### config.mk
export PLATFORM = sky130hd
export DESIGN_NAME = sd_cmd_tx
export DESIGN_NICKNAME = d
export VERILOG_FILES = /design/src/rtl/sd_cmd_tx_pkg.sv /design/src/rtl/sd_crc7.sv /design/src/rtl/sd_cmd_tx.sv
export SDC_FILE = /design/constraint.sdc
export NUM_CORES = 1
export LEC_CHECK = 0
export ABC_CLOCK_PERIOD_IN_PS = 3810
export CORE_MARGIN = 2
export CORE_UTILIZATION = 45
export CTS_CLUSTER_DIAMETER = 40
export DETAILED_ROUTE_END_ITERATION = 10
export PLACE_DENSITY = 0.68
export SLEW_MARGIN = 20
export SYNTH_ARGS = -nofsm -noshare
export SYNTH_HDL_FRONTEND = slang
export SYNTH_SLANG_ARGS = --single-unit
### constraint.sdc
create_clock -name clk_i -period 3.81 [get_ports clk_i]
set_input_delay 0.762 -clock clk_i [delete_from_list [all_inputs] [get_ports clk_i]]
set_output_delay 0.762 -clock clk_i [all_outputs]
set_load 0.005 [all_outputs]
### src/rtl/sd_cmd_tx_pkg.sv
// sd_cmd_tx_pkg: shared constants and FSM state type for the SD CMD line blocks
package sd_cmd_tx_pkg;
    localparam int SdCmdFrameBits = 48;
    localparam int SdCmdCrcBits = 7;
    localparam logic [SdCmdCrcBits-1:0] SdCrc7Poly = 7'h09;
    localparam int SdCmdCrcPos = 40;
    localparam int SdCmdEndPos = 47;
    typedef enum logic [1:0] {ST_IDLE, ST_WAIT, ST_SEND, ST_GAP} sd_cmd_tx_state_e;
endpackage

### src/rtl/sd_crc7.sv
// sd_crc7: serial CRC7 (x^7+x^3+1), MSB-first input, zero initial value
module sd_crc7 import sd_cmd_tx_pkg::*; (
    input  logic                    clk_i,
    input  logic                    rst_ni,
    input  logic                    clear_i,
    input  logic                    en_i,
    input  logic                    bit_i,
    output logic [SdCmdCrcBits-1:0] crc_o
);
    logic fb;
    assign fb = bit_i ^ crc_o[SdCmdCrcBits-1];
    always_ff @(posedge clk_i) begin
        if (!rst_ni || clear_i) crc_o <= '0;
        else if (en_i) crc_o <= {crc_o[SdCmdCrcBits-2:0], 1'b0} ^ (fb ? SdCrc7Poly : '0);
    end
endmodule

### src/rtl/sd_cmd_tx.sv
// sd_cmd_tx: builds the 48-bit SD command token and shifts it onto CMD on falling-edge ticks
module sd_cmd_tx import sd_cmd_tx_pkg::*; #(
    parameter int PostIdleBits = 8
) (
    input  logic        clk_i,
    input  logic        rst_ni,
    input  logic        clk_en_n_i,
    input  logic        start_i,
    input  logic [5:0]  cmd_index_i,
    input  logic [31:0] cmd_arg_i,
    output logic        busy_o,
    output logic        done_o,
    output logic        cmd_o,
    output logic        cmd_en_o
);
    localparam int GapW = PostIdleBits > 1 ? $clog2(PostIdleBits) : 1;
    localparam logic [GapW-1:0] GapLast = GapW'(PostIdleBits > 0 ? PostIdleBits - 1 : 0);
    sd_cmd_tx_state_e state, state_d;
    logic [39:0] sreg, sreg_d;
    logic [5:0] bit_cnt, bit_d, nxt;
    logic [GapW-1:0] gap_cnt, gap_d;
    logic cmd_d, en_d, done_d, busy_d, crc_clr, crc_en;
    logic [SdCmdCrcBits-1:0] crc;
    sd_crc7 u_crc (
        .clk_i  (clk_i),
        .rst_ni (rst_ni),
        .clear_i(crc_clr),
        .en_i   (crc_en),
        .bit_i  (sreg[39]),
        .crc_o  (crc)
    );
    assign nxt = bit_cnt + 6'd1;
    always_comb begin
        state_d = state;
        sreg_d  = sreg;
        bit_d   = bit_cnt;
        gap_d   = gap_cnt;
        cmd_d   = cmd_o;
        en_d    = cmd_en_o;
        done_d  = 1'b0;
        busy_d  = busy_o;
        crc_clr = 1'b0;
        crc_en  = 1'b0;
        case (state)
            ST_IDLE: if (start_i) begin
                sreg_d  = {2'b01, cmd_index_i, cmd_arg_i};
                crc_clr = 1'b1;
                busy_d  = 1'b1;
                state_d = ST_WAIT;
            end
            ST_WAIT: if (clk_en_n_i) begin
                cmd_d   = sreg[39];
                en_d    = 1'b1;
                crc_en  = 1'b1;
                sreg_d  = {sreg[38:0], 1'b0};
                bit_d   = '0;
                state_d = ST_SEND;
            end
            ST_SEND: if (clk_en_n_i) begin
                if (bit_cnt == 6'(SdCmdEndPos)) begin
                    en_d    = 1'b0;
                    cmd_d   = 1'b1;
                    done_d  = 1'b1;
                    bit_d   = '0;
                    gap_d   = '0;
                    busy_d  = PostIdleBits != 0;
                    state_d = PostIdleBits != 0 ? ST_GAP : ST_IDLE;
                end else begin
                    bit_d = nxt;
                    // CRC is final once bit 39 has been fed; it is then read out MSB-first
                    if (nxt < 6'(SdCmdCrcPos)) begin
                        cmd_d  = sreg[39];
                        crc_en = 1'b1;
                        sreg_d = {sreg[38:0], 1'b0};
                    end else begin
                        cmd_d = nxt < 6'(SdCmdEndPos) ? crc[3'(SdCmdEndPos - 1 - int'(nxt))] : 1'b1;
                    end
                end
            end
            ST_GAP: if (clk_en_n_i) begin
                gap_d   = gap_cnt == GapLast ? '0 : gap_cnt + 1'b1;
                busy_d  = gap_cnt != GapLast;
                state_d = gap_cnt == GapLast ? ST_IDLE : ST_GAP;
            end
            default: state_d = ST_IDLE;
        endcase
    end
    always_ff @(posedge clk_i) begin
        if (!rst_ni) begin
            state    <= ST_IDLE;
            sreg     <= '0;
            bit_cnt  <= '0;
            gap_cnt  <= '0;
            cmd_o    <= 1'b1;
            cmd_en_o <= 1'b0;
            done_o   <= 1'b0;
            busy_o   <= 1'b0;
        end else begin
            state    <= state_d;
            sreg     <= sreg_d;
            bit_cnt  <= bit_d;
            gap_cnt  <= gap_d;
            cmd_o    <= cmd_d;
            cmd_en_o <= en_d;
            done_o   <= done_d;
            busy_o   <= busy_d;
        end
    end
endmodule

# Yosys cells after proc, flatten, opt, wreduce, memory -nomap -nowiden
# Index checks and enable logic that the tools add are counted.
dict set report word_totals {
  register_bits 62
  latchBits 0
  ram_bits 0
  mem_bits_ro 0
  input_bits 42
  out_inout_bits 4
  elab_cells 93
  memories 0
}
dict set report op_classes {
  addsub 3
  mul 0
  n_div 0
  order_cmp 3
  n_eq_ne 13
  shifts 0
  n_mux 49
  bitwise 2
  n_reduce_logical 14
}
# cell count
set ops {}
lappend ops {{$mux 40} 5}
lappend ops {{$pmux 40 s3} 1}
lappend ops {{$mux 1} 21}
lappend ops {{$mux 6} 3}
lappend ops {{$ne 2x2->1 const B} 7}
lappend ops {{$lt 6x6->1 const B} 2}
lappend ops {{$mux 2} 6}
lappend ops {{$mux 3} 4}
lappend ops {{$pmux 6 s2} 1}
lappend ops {{$reduce_and 5->1} 2}
lappend ops {{$pmux 2 s4} 1}
lappend ops {{$reduce_and 4->1} 2}
lappend ops {{$xor 7x7->7} 1}
lappend ops {{$add 6x1->6 const B} 1}
lappend ops {{$eq 6x6->1 const B} 1}
lappend ops {{$pmux 1 s2} 3}
lappend ops {{$pmux 3 s2} 1}
lappend ops {{$reduce_and 3->1} 2}
lappend ops {{$reduce_and 6->1} 1}
lappend ops {{$reduce_bool 3->1} 2}
lappend ops {{$lt 3x5->1 const B} 1}
lappend ops {{$eq 2x2->1 const B} 2}
lappend ops {{$mux 4} 1}
lappend ops {{$reduce_bool 2->1} 2}
lappend ops {{11 further kinds} 11}

# Longest topological paths before layout
dict set report logic_depth {
  depth_word 10
  depth_mapped 9
  mapped_depth_nobuf 7
}

# By module
# A second synthesis with hierarchy kept.
dict set report unflattened {
  hier_cells 355
  area_unflattened_um2 3380.7
}
# mod n_inst cells_per_inst area_per_inst_um2 seq_area_each_um2
set modules_own_cells {}
lappend modules_own_cells {sd_cmd_tx 1 327 3083.0 1101.1}
lappend modules_own_cells {sd_crc7 1 28 297.8 140.1}

# Least setup slack after synthesis
# No wires, ideal clock.
dict set report synth_timing {
  path_kind {register to register}
  start {register state[0]}
  end {register sreg[10]}
  setup_ns 0.119
  t_arrival_ns 1.857
  required_time_ns 3.691
  slack_ns 1.834
  stages_incl_launch_ff 8
  path_buffers 2
  period_less_slack_ns 1.976
  cell_sequence {dfxtp_1 -> inv_1 -> ha_1 -> clkbuf_1 -> clkbuf_1 -> mux2i_1 -> nand2_1 -> o221a_2}
}
dict set report synth_via {
  elab_chain_len 3
  elab_cells_between_ends 11
  cone_classes {7 x eq/ne; 1 x mux; 3 x reduce/logical}
}
# element line
set synth_rtl {}
lappend synth_rtl {{from (decl)} sd_cmd_tx.sv:18} ;# sd_cmd_tx_state_e state, state_d;
lappend synth_rtl {{from (signal assigned)} sd_cmd_tx.sv:99} ;# state <= state_d;
lappend synth_rtl {{$eq 2x2->1, or another cell as far along} sd_cmd_tx.sv:44} ;# case (state)
lappend synth_rtl {{$ne 2x2->1 (no line) / $reduce_bool 3->1 (equally long branches)} -}
lappend synth_rtl {{$reduce_and 6->1 (no line)} -}
lappend synth_rtl {{to (signal assigned)} sd_cmd_tx.sv:100} ;# sreg <= sreg_d;
lappend synth_rtl {{to (decl)} sd_cmd_tx.sv:19} ;# logic [39:0] sreg, sreg_d;
# Parallel ways exist; a longest one is shown, timed or not.
# A chain may end at the register's enable or synchronous reset.

# Worst setup path after layout
dict set report layout_timing {
  start {register state[0]}
  end {register sreg[8]}
}
# The elaborated chain is that of the path after synthesis.

==> qor.yml <==
critical_path:
  cp_common_cell: "nor2_1"
  crit_required_ns: 4.10
  path_max_fanout: 22
  cp_data_arrival_time_ns: 2.75
  r2r_start: "state[0]"
  crit_chain: "inv_1, ha_1, nor2_1, nor2_1, nor3_2, nor2b_4, buf_4, o221a_2"
  critical_path_class: "register to register"
  start_kind: "register"
  critPathTopFamily: "simple AND/OR/NAND/NOR gates"
  cp_num_buf_inv: 2
  cp-startpoint: "state[0]"
  crit_path_end_kind: "register"
  max_stage_delay_ns: 0.47
  cp_slowest_cell: "nor2b_4"
pwr:
  leakagePower_uw: 0.00156
  p_per_area_nw_per_um2: 723
  vdd_drop_max_v: 0.000366
synthesis:
  netlist_instances: 338
  synth_cell_type_count: 46
  yosysSeqAreaShare: 0.378
  synth_top_area_frac: 0.378
  syn_nets: 390
  synth_largest_area_cell: "dfxtp_1"
  ys_ff_latch: 62
  syn_area_um2: 3280
  synthArstFlopShare: 0
  ys_warn_count: 0
  synth_edf_count: 0
  synthFlopType: "dfxtp_1"
  synth_area_leaders: "dfxtp_1, mux2i_1, o221a_2, nand2_1, ha_1"
  synth.avg_cell_area_um2: 9.71
timing:
  rsz0062_at_grt: "no"
  fmax_mhz: 406
  maxSlewViolCount: 0
  finClkSkew_ns: 0.0122
  hold_ws_ns: 0.461
  hold_viol_final: 0
  finalSetupTns_ns: 0
  setup_viol: 0
  period_minus_slack_ns: 2.47
  finalCritPeriodShare: 0.647
  tightest_slew_ns: 0.781
  maxSlewHeadroom: 0.479
  fin_ws_ns: 1.34
placement:
  placed_area_um2: 3750
  place_congestion: 0.788
  dp_hpwl_um: 4520
  numPortBuffers: 45
  dpl_worst_slack_ns: 1.04
floorplanning:
  fp.dieW_um: 89.4
  start_util: 0.460
  core_um2: 7140
  die_h_um: 89.4
  dieArea_um2: 7990
  fp-row-count: 31
  boundaryPins: 46
clocking:
  cts_root_buffer: "clkbuf_8"
  postCtsResizedCells: 0
  hold_buffers: 0
  post-cts-setup-buffers: 0
  clk_pin_slew_ns: 0.07
  clk_latency_ns: 0.35
  cts.sinks: 62
  clock_path_buffers: 2
  cts_tree: "built"
  cts_htree_levels: 3
  numCtsBuffers: 9
hold_path:
  hold_path.class: "register to register"
  worst_hold_startpoint: "cmd_en_o"
route:
  via_per_inst: 5.42
  drc_errors: 0
  drt_iter0_markers: 90
  drt_wl_total_um: 6910
  drtAntennaViolNets: 0
  wl_per_cell_um: 14.5
  drt_first_pass_iters: 4
  vias: 2586
global_route:
  grt_usage: 0.189
  grt_max_degree: 47
  grt-ovfl-total: 0
  grt_pass1_wl_um: 11600
  grt_pass1_vias: 2494
  antenna_found_initial: 0
cells_and_area:
  insertedDiodeCount: 0
  drive_above_1_share: 0.185
  most-common-layout-cells: "dfxtp_1, nand2_1, mux2i_1"
  syn_to_final_growth_pct: 19.4
  final_nets: 425
  final_common_cell: "dfxtp_1"
  design_area_um2: 3920
run_status:
  status: "finished, final reports clean"
flow_run:
  maxCapViolCount: 0
[synth_stat cells (2+ instances only)]
cell type	number
dfxtp_1	62
inv_1	9
clkbuf_1	12
a22oi_1	3
a21oi_1	8
nor2_1	19
xnor2_1	5
nand3_1	4
a211oi_1	4
buf_4	2
nand2_1	61
ha_1	10
o211ai_1	2
and3_1	2
o21bai_1	2
buf_2	5
o221a_2	37
o21ai_0	6
mux2i_1	49
buf_6	6
xor2_1	5
[report_power, final]
group | internal, uW | switching, uW
logic | 641 | 661
registers | 888 | 143
clock network | 233 | 268
total | 1760 | 1070
[sequential cells by signal, indices dropped and copies added, names as in the netlist]
signal,flops
sreg,40
busy_o,1
state,2
done_o,1
bit_cnt,6
cmd_o,1
cmd_en_o,1
u_crc.crc_o,7
gap_cnt,3
[worst reg2reg max path, stage by stage (launching register included)]
cell,delay (ns)
dfxtp_1,0.41
inv_1,0.11
ha_1,0.37
nor2_1,0.20
nor2_1,0.07
nor3_2,0.19
nor2b_4,0.47
buf_4,0.36
o221a_2,0.24
[through the flow]
stage / util / instances / total power, uW
detailed placement: 0.526 / 461 / 2350
global placement: 0.526 / 461 / 2320
global route: 0.549 / 477 / 3050
finish: 0.549 / 477 / 2830
CTS: 0.549 / 477 / 2860
floorplan: - / 338 / 2100
[worst paths after layout]
check                           depth (start not counted)  slack [ns]        to
worst max register to register                          8        1.34   sreg[8]
worst min-delay path                                    2        0.46  cmd_en_o
worst min register to register                          2        0.46  cmd_en_o
worst max-delay path                                    8        1.34   sreg[8]
[kinds of logic (layout without fill, tap and decap cells)]
logic type / Yosys count / in the layout / share of synthesized area
adder cells (fa/ha/maj): 10 / 10 / 0.0381
flip-flops: 62 / 62 / 0.378
multiplexers: 50 / 50 / 0.156
AO/OA/AOI/OAI: 72 / 72 / 0.213
AND/OR/NAND/NOR: 98 / 98 / 0.128
buffers and inverters: 36 / 76 / 0.0591
XOR/XNOR: 10 / 10 / 0.0267
[layout make-up]
| class | instances | area [um2] |
|---|---|---|
| well taps | 99 | 124 |
| clock inverters | 6 | 38.8 |
| repair buffers | 50 | 483 |
| clock buffers | 10 | 128 |
| fillers | 696 | 3220 |
| flip-flops and latches | 62 | 1240 |
| inverters | 10 | 37.5 |
| multi-input cells | 240 | 1870 |
[routing by layer]
metal | global-route usage | vias up | wire length, um
met5 | 0 | - | 0
met3 | 0.0656 | 6 | 285
li1 | - | 1300 | -
met4 | 0.0611 | 0 | 57
met2 | 0.319 | 51 | 3320
met1 | 0.224 | 1229 | 3250
No activity file was read; power rests on OpenSTA's default activity.
